### src/rtl/core_mem_wb.sv
// MEM/WB pipeline register: aligns and extends load data, then registers the
// register-file write request and keeps a count of retired instructions.
module core_mem_wb (
  input  logic        clk,
  input  logic        rst,
  input  logic        mem_valid,
  input  logic        mem_rf_write,
  input  logic [4:0]  mem_waddr,
  input  logic [31:0] mem_alu_result,
  input  logic [31:0] mem_load_data,
  input  logic        mem_to_reg,
  input  logic [1:0]  mem_ld_size,
  input  logic        mem_ld_unsigned,
  input  logic [1:0]  mem_addr_lo,
  input  logic        stall,
  input  logic        flush,
  output logic        rf_write,
  output logic [4:0]  waddr,
  output logic [31:0] data,
  output logic        wb_valid,
  output logic [31:0] retired
);

  logic [7:0]  byte_sel;
  logic [15:0] half_sel;
  logic [31:0] load_value;
  logic [31:0] data_next;
  logic        rf_write_next;

  always_comb begin
    byte_sel = mem_load_data[7:0];
    case (mem_addr_lo)
      2'd0: byte_sel = mem_load_data[7:0];
      2'd1: byte_sel = mem_load_data[15:8];
      2'd2: byte_sel = mem_load_data[23:16];
      2'd3: byte_sel = mem_load_data[31:24];
      default: byte_sel = mem_load_data[7:0];
    endcase
    // Halfword selection uses only addr bit 1; misaligned halves are not trapped.
    half_sel = mem_addr_lo[1] ? mem_load_data[31:16] : mem_load_data[15:0];

    load_value = mem_load_data;
    case (mem_ld_size)
      2'b00: load_value = {{24{~mem_ld_unsigned & byte_sel[7]}}, byte_sel};
      2'b01: load_value = {{16{~mem_ld_unsigned & half_sel[15]}}, half_sel};
      default: load_value = mem_load_data;
    endcase

    data_next     = mem_to_reg ? load_value : mem_alu_result;
    rf_write_next = mem_valid & mem_rf_write & (mem_waddr != 5'd0);
  end

  always_ff @(posedge clk or posedge rst) begin
    if (rst) begin
      rf_write <= 1'b0;
      waddr    <= 5'd0;
      data     <= 32'd0;
      wb_valid <= 1'b0;
      retired  <= 32'd0;
    end else if (flush) begin
      // Flush beats stall: inject a bubble but keep the last write index/data.
      rf_write <= 1'b0;
      wb_valid <= 1'b0;
    end else if (!stall) begin
      rf_write <= rf_write_next;
      waddr    <= mem_waddr;
      data     <= data_next;
      wb_valid <= mem_valid;
      if (mem_valid) retired <= retired + 32'd1;
    end
  end

endmodule
### config.mk
export PLATFORM = sky130hd
export DESIGN_NAME = core_mem_wb
export DESIGN_NICKNAME = d
export VERILOG_FILES = /design/src/rtl/core_mem_wb.sv
export SDC_FILE = /design/constraint.sdc
export NUM_CORES = 1
export LEC_CHECK = 0
export ABC_AREA = 0
export CORE_MARGIN = 4
export CORE_UTILIZATION = 58
export CTS_BUF_LIST = sky130_fd_sc_hd__clkbuf_4
export DETAILED_ROUTE_END_ITERATION = 8
export DONT_BUFFER_PORTS = 1
export PLACE_DENSITY = 0.74
export SLEW_MARGIN = 20
export SYNTH_ARGS = -nofsm -noshare
export SYNTH_HDL_FRONTEND = slang
export SYNTH_SLANG_ARGS = --single-unit
### constraint.sdc
create_clock -name clk -period 2.6 [get_ports clk]
set_clock_uncertainty 0.05 [all_clocks]
set_input_delay 0.26 -clock clk [delete_from_list [all_inputs] [get_ports clk]]
set_output_delay 0.26 -clock clk [all_outputs]
set_load 0.005 [all_outputs]
Word-level counts from Yosys, hierarchy flattened

Index checks and enable logic that the tools add are counted.

Bits in registers: 71
Input bits: 81
Output and inout port bits: 71

Add/subtract/negate cells: 1
Equality and inequality tests: 5
Multiplexer cells: 8
Bitwise logic cells: 7
Reductions and logical operators: 5

Operators by type and width:

| cell                    | number |
|---|---|
| $pmux W32 S2            | 1 |
| $add A32 B1 Y32 const B | 1 |
| $mux W32                | 1 |
| $pmux W8 S4             | 1 |
| $mux W16                | 1 |
| $reduce_bool A5 Y1      | 1 |
| $and A1 B1 Y1           | 4 |
| $eq A2 B1 Y1 const B    | 2 |
| $eq A2 B2 Y1 const B    | 2 |
| $logic_not A2 Y1        | 2 |
| $mux W1                 | 4 |
| $not A1 Y1              | 3 |
| $reduce_and A3 Y1       | 1 |
| $ne A2 B1 Y1 const B    | 1 |
| $reduce_and A2 Y1       | 1 |

Longest topological paths before layout

Depth after elaboration: 5
Gate-level depth with buffers: 6

Worst setup path after synthesis

OpenSTA, ideal clock, no wires.

Path type: flip-flop to flip-flop
From: reg retired[0]
To: reg retired[28]
Library setup time: 0.124 ns
Arrival: 1.452 ns
Slack: 0.974 ns
Cell stages (with the launch flop): 6
Path buffers: 0
Period minus slack after synthesis: 1.626 ns
Cells stage by stage: dfrtp_1 ha_1 nand4_2 nor4_2 nand4_1 xnor2_1

Longest elaborated chain between the ends: 1

RTL lines:

| what                   | RTL line | RTL |
|---|---|---|
| from (decl)            | 21       | `output logic [31:0] retired` |
| from (signal assigned) | 69       | `if (mem_valid) retired <= retired + 32'd1;` |
| $add A32 B1 Y32        | 69       |  |

No other way between the ends.
A chain may end at the register's enable or synchronous reset.

Final worst setup path

From: in flush
To: reg data[9]

Longest elaborated chain between the ends: 2

RTL lines:

| what                               | RTL line | RTL |
|---|---|---|
| from (decl)                        | 16       | `input logic flush,` |
| $not A1 Y1 (no source line)        | n/a      |  |
| $reduce_and A2 Y1 (no source line) | n/a      |  |
| to (signal assigned)               | 67       | `data <= data_next;` |
| to (decl)                          | 19       | `output logic [31:0] data,` |

No other way between the ends.

==> impl_metrics.toml <==
[clocking]
cts_tree = "built"
cts_hold_buffers = 43
cts_num_sinks = 71
cts-resized-gates = 0
clock_path_buffers = 2
path_clk_slew_ps = 110
cts_buffers = 9
cts-root-buf = "clkbuf_4"
cts_htree_levels = 3
post-cts-setup-buffer-count = 0
worstSkewPairLatency_ps = 420

[logic_synthesis]
synth_area_leaders = "dfrtp_1 46%, a21oi_1 7.7%, xnor2_1 5.9%, mux2i_1 3.6%, o21ai_0 3.0%"
syn_inst = 404
syn-num-nets = 486
synth_edf_count = 0
yosysTopAreaCell = "dfrtp_1"
ys_types = 45
yosysWarningCount = 0
synth_top_area_frac = 0.458
synthFlopType = "dfrtp_1"
synth-seq-area-share = 0.458
mappedNetlistArea_sq_um = 3880
post_synth.cell_area_avg_sq_um = 9.59
ys_ff_latch = 71
ys_async_sr_fraction = 1.00

[setup_path]
start_kind = "input port"
r2r-start = "retired[4]"
cp_max_fo = 22
critical_path.startpoint = "flush"
worstPathArrival_ps = 2330
cp_data_required_time_ps = 2910
cp-end-kind = "flop"
max_stage_delay_ps = 570
critPathSlowestCell = "dlygate4sd3_1"
cp_cell_sequence = "or2_2 -> buf_4 -> nor2_1 -> o21a_1 -> o2bb2ai_1 -> dlygate4sd3_1"
criticalPathCategory = "in -> reg"
reg2reg_slack_ps = 600

[hold_path]
hp-start = "mem_load_data[21]"
worst_hold_path_type = "in -> reg"

[global_route]
grt_pass1_vias = 3527
grt_max_degree = 46
grt_overflow_total = 0
antenna_found_initial = 0
grt_pass1_wl_um = 18700
grtUsageTotal = 0.287

[finish]
final_util = 0.699
mostFrequentLayoutCells = "71 x dfrtp_1, 60 x a21oi_1, 43 x dlygate4sd3_1"
final_area_sq_um = 4490
diodes = 0
nets = 519
drive_gt1_frac = 0.0769
fillers = 497
area_growth_pct = 15.8
final_common_cell = "dfrtp_1"

[route]
drc = 0
routed_wirelength_um = 11300
first_iter_violations = 275
routedWlPerCell_um = 21.8
vias_per_cell = 6.67
first_pass_iters = 5
drtAntennaViolNets = 0
vias = 3463

[sta]
finalMaxSlewViolations = 0
hold_violations = 0
finalCritPeriodShare = 0.774
max_slew_margin = 0.386
rsz0062_at_grt = "no"
fmax_mhz = 497
worst_slew_pin_slew_ps = 920
final-setup-viol-count = 0
tns_ps = 0
fin_crit_ps = 2010

[die]
die_x_um = 89.8
num_io_pins = 152
initial_utilization = 0.604
die_y_um = 89.8
core_sq_um = 6420
dieArea_sq_um = 8060
num_rows = 29

[power]
power.leakage_nw = 1.89
vdd_drop_max_mv = 0.280
power_density_nw_per_um2 = 565
power_mw = 2.54

[place]
dpl_cell_area_sq_um = 3900
gp_congestion = 0.868
port_buffers = 0
hpwl_um = 7750

[flow_run]
max_cap_viol_count = 0

[outcome]
status = "complete, no violations"
cell usage after synthesis, drive strengths merged, types with 9 or more instances:
master	n
or3	16
a21oi	60
nand4	10
clkbuf	20
xnor2	26
o21ai	23
nor2b	9
nor2	22
mux2i	14
o221ai	13
dfrtp	71
nand3	19
nand2	29
final cells by class:
type | instances | area [sq um] | area share
Multi-Input combinational cell | 300 | 1960 | 0.437
Sequential cell | 71 | 1780 | 0.396
Timing Repair Buffer | 48 | 468 | 0.104
Tap cell | 77 | 96.3 | 0.0215
Clock inverter | 6 | 83.8 | 0.0187
Clock buffer | 10 | 75.1 | 0.0167
Inverter | 7 | 26.3 | 0.00585
power breakdown:
group	switching, mW	total, mW	internal [mW]
combinational	0.194	0.381	0.187
sequential	0.142	1.37	1.23
clock	0.386	0.784	0.398
total	0.723	2.54	1.81
layer usage:
layer / part of all wire / up-vias / routed length (um) / GRT usage
li1: - / 1539 / - / -
met1: 0.39 / 1692 / 4440 / 0.363
met2: 0.46 / 198 / 5220 / 0.441
met3: 0.12 / 34 / 1370 / 0.121
met4: 0.026 / 0 / 294 / 0.103
met5: 0 / - / 0 / 0
critical path: cells and delay by family:
family                 cells  cell delay [ps]
AND/OR/NAND/NOR            2              870
buffers and inverters      2              850
AO/OA/AOI/OAI              2              340
worst paths after layout:
check / end / cells past startpoint
setup / recovery: data[9] / 6
hold / removal: data[21] / 2
setup reg to reg: retired[31] / 4
hold reg to reg: retired[31] / 1
max in group asynchronous: retired[7] / 3
min in group asynchronous: waddr[4] / 2
flip-flops by register name, indices dropped and copies added, names as in the netlist:
register,count
data,32
retired,32
waddr,5
wb_valid,1
rf_write,1
kinds of logic (layout without fill, tap and decap cells):
family,after synthesis,after routing,synth area share
AO/OA/AOI/OAI,119,119,0.187
adder cells (fa/ha/maj),1,1,0.00323
multiplexers,17,17,0.0458
buffers and inverters,33,71,0.0362
XOR/XNOR,31,31,0.0700
AND/OR/NAND/NOR,132,132,0.199
flip-flops,71,71,0.458
through the flow:
stage,instances,worst slack [ps],hold WS [ps]
4_1_cts,519,587,1.22
6_report,519,586,14.0
2_1_floorplan,404,493,273
3_5_place_dp,460,591,280
5_1_grt,519,365,3.34
3_3_place_gp,460,694,276
Note: power is estimated with default switching activity, not from simulation.
